<file path="config.mk">
export PLATFORM = sky130hd
export DESIGN_NAME = fetch_ctrl_flat
export DESIGN_NICKNAME = d
export VERILOG_FILES = /design/src/rtl/fetch_ctrl_if.sv /design/src/rtl/fetch_ctrl.sv /design/src/flat_wrapper.sv
export SDC_FILE = /design/constraint.sdc
export NUM_CORES = 1
export LEC_CHECK = 0
export ABC_AREA = 1
export CAP_MARGIN = 20
export CORE_MARGIN = 4
export CORE_UTILIZATION = 55
export DETAILED_ROUTE_END_ITERATION = 8
export PLACE_DENSITY = 0.86
export SYNTH_ARGS = -nofsm -noshare
export SYNTH_HDL_FRONTEND = slang
export SYNTH_SLANG_ARGS = --single-unit
export TNS_END_PERCENT = 5
</file>
<file path="constraint.sdc">
create_clock -name clk -period 3.5 [get_ports clk]
set_clock_uncertainty 0.05 [all_clocks]
set_input_delay 0.7 -clock clk [delete_from_list [all_inputs] [get_ports clk]]
set_output_delay 0.7 -clock clk [all_outputs]
set_load 0.05 [all_outputs]
</file>
<file path="src/rtl/fetch_ctrl_if.sv">
// Handshake/bus bundle for fetch_ctrl.
//   master : the fetch sequencer side (drives ROM address and decode outputs)
//   slave  : the environment side (ROM data, redirect/halt control, decode ready)
// Signals:
//   im_addr/im_rd                 instruction ROM address and combinational read data
//   redirect_valid/redirect_pc    PC redirect request and target byte address
//   halt_req                      level request to stop issuing fetches
//   inst_valid/inst_ready         decode handshake
//   inst/inst_pc                  head instruction word and its byte address
//   halted/misalign               status flags
interface fetch_ctrl_if;
   logic [15:0] im_addr;
   logic [31:0] im_rd;
   logic        redirect_valid;
   logic [15:0] redirect_pc;
   logic        halt_req;
   logic        inst_valid;
   logic        inst_ready;
   logic [31:0] inst;
   logic [15:0] inst_pc;
   logic        halted;
   logic        misalign;

   modport master (
      output im_addr, inst_valid, inst, inst_pc, halted, misalign,
      input  im_rd, redirect_valid, redirect_pc, halt_req, inst_ready
   );

   modport slave (
      input  im_addr, inst_valid, inst, inst_pc, halted, misalign,
      output im_rd, redirect_valid, redirect_pc, halt_req, inst_ready
   );
endinterface

</file>
<file path="src/rtl/fetch_ctrl.sv">
// Instruction-fetch sequencer for the rv32i core.
// Owns the fetch PC, reads the combinational instruction ROM, buffers fetched
// words in a DEPTH-entry prefetch queue and hands them to decode over a
// valid/ready handshake. Redirects flush the queue and reload the PC; halt
// requests stop new fetches while the queue keeps draining.
// Ports:
//   clk    single clock, rising edge
//   rst_n  asynchronous reset, active low
//   bus    fetch_ctrl_if.master (ROM port, redirect/halt, decode handshake, status)
// Parameters:
//   RESET_PC  word-aligned fetch PC loaded on reset
//   DEPTH     prefetch queue entries (power of 2, >= 2)
// Build option:
//   FETCH_MISALIGN_EN  when defined, a misaligned redirect enters FAULT and raises
//                      misalign; otherwise redirect_pc[1:0] is dropped on load.
//
// state | meaning
// IDLE  | first cycle after reset release, no fetch
// RUN   | fetching into the queue whenever there is room
// HALT  | no new fetches, queue drains to decode
// FAULT | misaligned redirect taken, no fetches until an aligned redirect
module fetch_ctrl #(
   parameter logic [15:0] RESET_PC = 16'h0000,
   parameter int          DEPTH    = 2
) (
   input  logic         clk,
   input  logic         rst_n,
   fetch_ctrl_if.master bus
);
   localparam int PW = $clog2(DEPTH);
   localparam int CW = PW + 1;

`ifdef FETCH_MISALIGN_EN
   typedef enum logic [1:0] {IDLE = 2'd0, RUN = 2'd1, HALT = 2'd2, FAULT = 2'd3} state_t;
`else
   typedef enum logic [1:0] {IDLE = 2'd0, RUN = 2'd1, HALT = 2'd2} state_t;
`endif

   state_t          state, state_nxt;
   logic [15:0]     fetch_pc, fetch_pc_nxt;
   logic [CW-1:0]   count, count_nxt;
   logic [PW-1:0]   rd_ptr, rd_ptr_nxt, wr_ptr, wr_ptr_nxt;
   logic [31:0]     q_word [DEPTH];
   logic [15:0]     q_pc   [DEPTH];
   logic            push, pop, redir;
   logic [15:0]     redir_pc;

`ifdef FETCH_MISALIGN_EN
   logic            redir_bad;
   assign redir_pc  = bus.redirect_pc;
   assign redir_bad = (bus.redirect_pc[1:0] != 2'b00);
`else
   assign redir_pc  = bus.redirect_pc & 16'hFFFC;
`endif

   // Redirects are ignored in IDLE; the queue is empty there anyway.
   assign redir = bus.redirect_valid && (state != IDLE);
   assign bus.inst_valid = (count != '0) && !bus.redirect_valid;
   assign pop  = bus.inst_valid && bus.inst_ready;
   // A pop frees a slot in the same cycle, so a full queue can still accept.
   assign push = (state == RUN) && !bus.halt_req && !bus.redirect_valid &&
                 ((count < CW'(DEPTH)) || pop);

   always_comb begin
      state_nxt    = state;
      fetch_pc_nxt = fetch_pc;
      count_nxt    = count;
      rd_ptr_nxt   = rd_ptr;
      wr_ptr_nxt   = wr_ptr;
      case (state)
         IDLE:    state_nxt = RUN;
         RUN:     if (!bus.redirect_valid && bus.halt_req)  state_nxt = HALT;
         HALT:    if (!bus.redirect_valid && !bus.halt_req) state_nxt = RUN;
`ifdef FETCH_MISALIGN_EN
         FAULT:   state_nxt = FAULT;
`endif
         default: state_nxt = IDLE;
      endcase
      if (redir) begin
         fetch_pc_nxt = redir_pc;
         count_nxt    = '0;
         rd_ptr_nxt   = '0;
         wr_ptr_nxt   = '0;
`ifdef FETCH_MISALIGN_EN
         if (redir_bad)           state_nxt = FAULT;
         else if (state == FAULT) state_nxt = bus.halt_req ? HALT : RUN;
`endif
      end else begin
         count_nxt = count + CW'(push) - CW'(pop);
         if (push) begin
            wr_ptr_nxt   = wr_ptr + PW'(1);
            fetch_pc_nxt = fetch_pc + 16'd4;
         end
         if (pop) rd_ptr_nxt = rd_ptr + PW'(1);
      end
   end

   always_ff @(posedge clk or negedge rst_n) begin
      if (!rst_n) begin
         state    <= IDLE;
         fetch_pc <= RESET_PC;
         count    <= '0;
         rd_ptr   <= '0;
         wr_ptr   <= '0;
      end else begin
         state    <= state_nxt;
         fetch_pc <= fetch_pc_nxt;
         count    <= count_nxt;
         rd_ptr   <= rd_ptr_nxt;
         wr_ptr   <= wr_ptr_nxt;
      end
   end

   // Entries are cleared on reset so inst/inst_pc read as zero out of reset.
   always_ff @(posedge clk or negedge rst_n) begin
      if (!rst_n) begin
         for (int i = 0; i < DEPTH; i++) begin
            q_word[i] <= '0;
            q_pc[i]   <= '0;
         end
      end else if (push) begin
         q_word[wr_ptr] <= bus.im_rd;
         q_pc[wr_ptr]   <= fetch_pc;
      end
   end

   assign bus.im_addr = fetch_pc;
   assign bus.inst    = q_word[rd_ptr];
   assign bus.inst_pc = q_pc[rd_ptr];
   assign bus.halted  = (state == HALT) && (count == '0);
`ifdef FETCH_MISALIGN_EN
   assign bus.misalign = (state == FAULT);
`else
   assign bus.misalign = 1'b0;
`endif
endmodule

</file>
<file path="src/flat_wrapper.sv">
// flat-port wrapper written by rule: the top's interface ports become plain ports
module fetch_ctrl_flat 
#(
   parameter logic [15:0] RESET_PC = 16'h0000,
   parameter int          DEPTH    = 2
)
  (clk, rst_n, bus_im_addr, bus_inst_valid, bus_inst, bus_inst_pc, bus_halted, bus_misalign, bus_im_rd, bus_redirect_valid, bus_redirect_pc, bus_halt_req, bus_inst_ready);
  fetch_ctrl_if bus_i ();
  input  logic clk;
  input  logic rst_n;
  output wire logic [$bits(bus_i.im_addr)-1:0] bus_im_addr;
  output wire logic [$bits(bus_i.inst_valid)-1:0] bus_inst_valid;
  output wire logic [$bits(bus_i.inst)-1:0] bus_inst;
  output wire logic [$bits(bus_i.inst_pc)-1:0] bus_inst_pc;
  output wire logic [$bits(bus_i.halted)-1:0] bus_halted;
  output wire logic [$bits(bus_i.misalign)-1:0] bus_misalign;
  input wire logic [$bits(bus_i.im_rd)-1:0] bus_im_rd;
  input wire logic [$bits(bus_i.redirect_valid)-1:0] bus_redirect_valid;
  input wire logic [$bits(bus_i.redirect_pc)-1:0] bus_redirect_pc;
  input wire logic [$bits(bus_i.halt_req)-1:0] bus_halt_req;
  input wire logic [$bits(bus_i.inst_ready)-1:0] bus_inst_ready;
  assign bus_im_addr = bus_i.im_addr;
  assign bus_inst_valid = bus_i.inst_valid;
  assign bus_inst = bus_i.inst;
  assign bus_inst_pc = bus_i.inst_pc;
  assign bus_halted = bus_i.halted;
  assign bus_misalign = bus_i.misalign;
  assign bus_i.im_rd = bus_im_rd;
  assign bus_i.redirect_valid = bus_redirect_valid;
  assign bus_i.redirect_pc = bus_redirect_pc;
  assign bus_i.halt_req = bus_halt_req;
  assign bus_i.inst_ready = bus_inst_ready;
  fetch_ctrl #(.RESET_PC(RESET_PC), .DEPTH(DEPTH)) u_core (.clk(clk), .rst_n(rst_n), .bus(bus_i));
endmodule
</file>
==> impl_metrics.csv, run 1 <==
group,metric,value,unit
outcome,status,"finished, final reports clean",
floorplan,start_util,0.562,
route,wl_per_cell,14.0,µm
clock_tree,clkTransAtPathRegs,100,ps
worst_setup_path,end_kind,"output pin",
final_layout,regArea,2800,µm²
final_layout,n_antenna_cell,0,
sta,finalHoldViolCount,0,
floorplan,dieArea,11500,µm²
route,vias_per_cell,5.24,
synth,synth_seq_cells,112,
floorplan,coreArea,9680,µm²
grt,grt_usage,0.232,
synth,synth_top_area_share,0.515,
floorplan,die_y,107,µm
clock_tree,cts.sinks,112,
final_layout,nFillCells,768,
synth,ys_top_cells_by_count,"nand2_1, dfrtp_1, o21ai_0",
clock_tree,clk_latency,380,ps
clock_tree,cts_made_buffers,9,
synth,synthesis.area,5440,µm²
worst_setup_path,startpoint_type,"flop",
synth,synthCells,689,
grt,grt.overflow.total,0,
sta,fmax,311,MHz
synth,synth_cell_type_count,31,
synth,synth_xor_area_frac,0.00483,
clock_tree,clockBufferDepth,2,
worst_setup_path,path_class,"reg2out",
clock_tree,cts_resized,0,
worst_setup_path,cp_cell_sequence,"buf_12, nand2_1, o21ai_0, clkdlybuf4s50_1",
synth,synth_top_family_by_area,"simple AND/OR/NAND/NOR gates",
sta,setup-violations-final,0,
route,drt_first_pass_iters,6,
worst_setup_path,critical_path_required,2750,ps
flow_run,drv_cap,0,
worst_setup_path,worst_path_max_delay_cell,"clkdlybuf4s50_1",
grt,grt_max_degree,63,
synth,synth_top_cell_by_area,"dfrtp_1",
synth,synth_warnings,0,
synth,synth_edf_count,0,
placed_design,globalplace.congestion,0.842,
floorplan,rows,36,
synth,synth_mux_area_frac,0,
placed_design,portBuffers,112,
synth,synth_compound_area_frac,0.149,
grt,grt_pass1_vias,4742,
sta,drv_slew,0,
route,antenna_left,0,
route,first_iter_violations,329,
route,routed_wl,12900,µm
synth,synth_most_common_cell,"nand2_1",
worst_setup_path,path_max_fanout,60,
sta,rsz0062_at_grt,"false",
worst_setup_path,startpoint,"u_core.rd_ptr",
sta,setup_ws,283,ps
route,vias,4822,
synth,syn_area_per_cell,7.90,µm²
floorplan,io_pins,120,
synth,synth_seq_area_share,0.515,
sta,relSlewSlack,0.566,
clock_tree,cts_htree_levels,3,
worst_hold_path,hold_path_class,"in2async",
worst_setup_path,critPathMaxStageDelay,860,ps
synth,yosys-top-cells-area,"dfrtp_1, nand2_1, o21ai_0, inv_1, nor2_1",
final_layout,areaGrowthSynthToFinish,24.1,%
clock_tree,root_buffer,"clkbuf_8",
clock_tree,post_cts_buffers,0,
worst_setup_path,crit_arrival,2470,ps
power_and_ir_drop,p_leak,3.10,nW
synth,synth_async_sr_flop_share,1.00,
final_layout,fin_cells,920,
sta,period_minus_slack,3220,ps
synth,synth-simple-area-share,0.218,
placed_design,hpwl,9050,µm
floorplan,die_x,107,µm
clock_tree,cts_tree,"built",
clock_tree,cts-hold-fix-buffers,0,
grt,antenna_found_initial,0,
power_and_ir_drop,p_per_area,1080,nW/µm²
sta,final.setup.tns,0,ps
final_layout,multiInputGateArea,2080,µm²
power_and_ir_drop,peakVddDrop,0.749,mV
placed_design,dp.cells,904,
final_layout,nets,838,
placed_design,pre_cts_slack,630,ps
sta,fin_crit_sh,0.919,
sta,tightest_slew,650,ps
synth,synthAdderAreaFrac,0.00690,
final_layout,final_layout_size_suffix_gt1_frac,0.0470,
route,drc,0,
grt,grt_pass1_wl,21600,µm
synth,ys_dominant_reg_cell,"dfrtp_1",
worst_setup_path,timing.rr.start,"u_core.wr_ptr",
-- layout by cell type (no fill, tap or decap), drive strengths merged --
| master | instances |
|---|---|
| clkbuf | 13 |
| a21oi | 18 |
| xnor2 | 1 |
| nand2 | 216 |
| or2 | 3 |
| dfrtp | 112 |
| conb | 5 |
| ha | 3 |
| clkinvlp | 1 |
| buf | 9 |
| clkdlybuf4s50 | 111 |
| xor2 | 2 |
| o21bai | 1 |
| nor3 | 2 |
| nor2 | 49 |
| inv | 75 |
| nand3 | 19 |
| nand4 | 4 |
| bufinv | 1 |
| o21ai | 136 |
| nor4 | 1 |
| clkinv | 2 |
| a31oi | 3 |
-- report_power, final --
part	internal, W	leakage (nW)	switching, W	total (W)
Sequential	0.00191	1.37	0.000407	0.00232
Clock	0.000351	0.0936	0.000412	0.000763
Combinational	0.00133	1.64	0.00290	0.00423
-- per-stage QoR --
stage	total power, W	instance area (µm²)	hold WS, ps	util
2_1_floorplan	0.00520	5460	354	-
6_report	0.00731	6750	284	0.697
3_3_place_gp	0.00643	6560	429	0.678
5_1_grt	0.00778	6750	331	0.697
4_1_cts	0.00734	6750	306	0.697
3_5_place_dp	0.00657	6560	439	0.678
-- sequential cells by signal, indices dropped and copies added, names as in the netlist --
register,count
u_core.bus.im_addr,14
u_core.count,2
u_core.q_pc,28
u_core.q_word,64
u_core.rd_ptr,1
u_core.state,2
u_core.wr_ptr,1
-- metal layers --
layer	vias up	GRT usage	share of wire
met2	203	0.370	0.46
met1	2245	0.315	0.44
met3	28	0.0384	0.070
met4	0	0.0992	0.024
met5	-	0	0
li1	2346	-	-
-- final cells by class --
type                            count  share of cell area
Inverter                           76              0.0426
Timing Repair Buffer              120               0.182
Tap cell                          133              0.0246
Clock buffer                       13              0.0220
Sequential cell                   112               0.415
Multi-Input combinational cell    463               0.307
Clock inverter                      3             0.00630
-- worst paths after layout --
kind,endpoint,depth (start not counted),slack [ps]
hold reg to reg,u_core.q_word[3],2,460
setup reg to reg,u_core.q_pc[10],6,1460
setup / recovery,bus_inst[14],4,280
max in group asynchronous,u_core.q_word[38],2,2350
hold / removal,u_core.q_word[54],1,280
min in group clk,u_core.q_word[3],2,460
-- worst max-delay path, delay by kind of cell (launching register included) --
| kind | cells | cell delay (ps) |
|---|---|---|
| AO/OA/AOI/OAI | 1 | 110 |
| buffers and inverters | 2 | 1170 |
| flip-flops | 1 | 730 |
| AND/OR/NAND/NOR | 1 | 70 |
-- cell families (layout without fill, tap and decap cells) --
kind of cell	Yosys count	count (layout)
DFF	112	112
adders and majority gates	3	3
and+or+nand+nor	294	294
AOI/OAI and AO/OA	158	158
xor gates and xnor gates	3	3
other	1	5
buffers and inverters	118	212
Note: power is estimated with default switching activity, not from simulation.
==> run 2, diff against run 1 <==
--- a/config.mk
+++ b/config.mk
@@ -10,6 +10,7 @@
 export CORE_MARGIN = 4
 export CORE_UTILIZATION = 55
 export DETAILED_ROUTE_END_ITERATION = 8
+export MAX_ROUTING_LAYER = met4
 export PLACE_DENSITY = 0.86
 export SYNTH_ARGS = -nofsm -noshare
 export SYNTH_HDL_FRONTEND = slang
==> constraint.sdc (replaced) <==
create_clock -name clk -period 3.5 [get_ports clk]
set_clock_uncertainty 0.05 [all_clocks]
set_input_delay 0.35 -clock clk [delete_from_list [all_inputs] [get_ports clk]]
set_output_delay 0.35 -clock clk [all_outputs]
set_load 0.05 [all_outputs]
==> run 2 against run 1 <==
Against the previous run:
- clock power increased by 13%
- flip-flop and latch count unchanged
- critical endpoint is now bus_inst_pc[4]
- wire length increased by 1.8%
- highest routed layer unchanged
- critical path type unchanged
==> impl_metrics.csv, run 2 (synthesized netlist as in run 1, its figures left out) <==
group,metric,value,unit
clock_tree,post_cts_buffers,0,
worst_setup_path,end_kind,"output pin",
sta,relSlewSlack,0.557,
route,first_iter_violations,302,
clock_tree,clkTransAtPathRegs,100,ps
sta,setup-violations-final,0,
worst_setup_path,worst_path_max_delay_cell,"clkdlybuf4s50_1",
flow_run,drv_cap,0,
sta,fin_crit_sh,0.829,
clock_tree,cts_made_buffers,9,
worst_setup_path,worstPathBufferInverterCount,2,
worst_setup_path,r2r_end,"u_core.q_pc[11]",
worst_setup_path,critPathCapture,"bus_inst_pc[4]",
grt,antenna_found_initial,0,
clock_tree,clockBufferDepth,2,
grt,grt_use_met1,0.317,
grt,grt_pass1_wl,21900,µm
final_layout,n_antenna_cell,0,
final_layout,fin_util,0.699,
floorplan,coreArea,9680,µm²
final_layout,regMostFlops,"u_core.q_word",
outcome,status,"finished, final reports clean",
final_layout,final_cell_mix,"nand2_1, clkdlybuf4s50_1, dfrtp_1",
worst_setup_path,path_class,"reg2out",
floorplan,start_util,0.562,
floorplan,rows,36,
route,wl_per_cell,14.2,µm
clock_tree,cts-hold-fix-buffers,1,
grt,use_met2,0.387,
final_layout,nets,837,
clock_tree,cts_resized,0,
worst_setup_path,timing.rr.start,"u_core.state[1]",
sta,finalHoldViolCount,0,
worst_setup_path,path_max_fanout,60,
grt,grt.overflow.total,0,
clock_tree,root_buffer,"clkbuf_8",
clock_tree,cts_htree_levels,3,
floorplan,die_x,107,µm
placed_design,globalplace.congestion,0.866,
sta,drv_slew,0,
route,routed_wl,13100,µm
grt,grt_usage,0.241,
clock_tree,cts_tree,"built",
route,drc,0,
worst_setup_path,critical_path_required,3100,ps
final_layout,fin_cells,919,
worst_setup_path,ff2ff_path_depth,8,
sta,rsz0062_at_grt,"false",
sta,fmax,345,MHz
worst_setup_path,cp_cell_sequence,"buf_12, nand2_1, o21ai_0, clkdlybuf4s50_1",
grt,grt_pass1_vias,4810,
worst_setup_path,critPathMaxStageDelay,860,ps
sta,tightest_slew,665,ps
floorplan,dieArea,11500,µm²
route,drt_first_pass_iters,5,
worst_setup_path,startpoint,"u_core.rd_ptr",
worst_setup_path,path_depth,4,
final_layout,areaGrowthSynthToFinish,24.5,%
route,vias_per_cell,5.33,
final_layout,final_common_cell,"nand2_1",
route,vias,4897,
worst_setup_path,crit_arrival,2500,ps
placed_design,portBuffers,112,
grt,grt_most_used_layer,"met2",
worst_setup_path,r2r_slack,1280,ps
power_and_ir_drop,p_per_area,1090,nW/µm²
sta,period_minus_slack,2900,ps
clock_tree,cts.sinks,112,
placed_design,dp.cells,902,
floorplan,io_pins,120,
clock_tree,clk_latency,360,ps
placed_design,hpwl,9050,µm
final_layout,largest_reg_flops,64,
worst_setup_path,startpoint_type,"flop",
grt,grt_max_degree,62,
worst_hold_path,hold_path_class,"reg2reg",
power_and_ir_drop,p_leak,3.12,nW
floorplan,die_y,107,µm
power_and_ir_drop,peakVddDrop,0.727,mV
sta,final.setup.tns,0,ps
route,antenna_left,0,
worst_setup_path,path_delay_family,"buffers and inverters",
final_layout,final_layout_size_suffix_gt1_frac,0.0483,
grt,use_met3,0.0468,
## run 2: changes by cell type in the layout (fill, tap and decap cells not counted)
cell           delta
inv_6             +1
dlygate4sd3_1     +1
buf_12            -1
clkbuf_1          -3
bufinv_16         +1
clkinv_4          +2
buf_4             -1
clkinvlp_4        -1
## run 2: through the flow
step                cell area, µm²  hold WS (ps)  power [W]  setup slack [ps]
floorplan                     5460          4.41    0.00520              1140
global placement              6540           359    0.00641               959
detailed placement            6540           369    0.00656               888
CTS                           6770           459    0.00743               615
global route                  6770           479    0.00788               463
finish                        6770           451    0.00740               600
## run 2: how the worst min path moves through the flow
stage / cells after the start / slack, ps / from / endpoint
floorplan: 0 / 4 / rst_n / u_core.bus.im_addr[10]
global placement: 1 / 360 / rst_n / u_core.q_word[54]
detailed placement: 1 / 370 / rst_n / u_core.q_word[54]
CTS: 2 / 460 / u_core.q_word[14] / u_core.q_word[14]
global route: 2 / 480 / u_core.q_word[14] / u_core.q_word[14]
finish: 2 / 450 / u_core.q_word[14] / u_core.q_word[14]
## run 2: worst reg2reg max path, stage by stage, from the launching register on
cell and delay [ps]:
dfrtp_1 410, inv_2 100, nand2_1 90, nor2_2 160, nand2_4 270, nor2_4 610, buf_12 270, nor2_1 70
a21oi_1 120
## run 2: power by group
group	internal (W)	switching, W	leakage (nW)	total (W)
logic	0.00131	0.00291	1.63	0.00422
clock network	0.000427	0.000432	0.117	0.000859
registers	0.00191	0.000415	1.37	0.00232
## run 2: layout make-up
class                   count  area (µm²)
clock inverters             6        91.3
flip-flops and latches    112        2800
repair buffers            119        1210
inverters                  76         288
fillers                   761        2910
multi-input cells         463        2080
well taps                 133         166
clock buffers              10         138
## run 2: routing by layer
layer  routed length (µm)  vias up  share of wire
li1                     -     2341              -
met1                 5470     2317           0.42
met2                 6340      218           0.48
met3                 1090       21          0.083
met4                  196        0          0.015
met5                    0        -              0
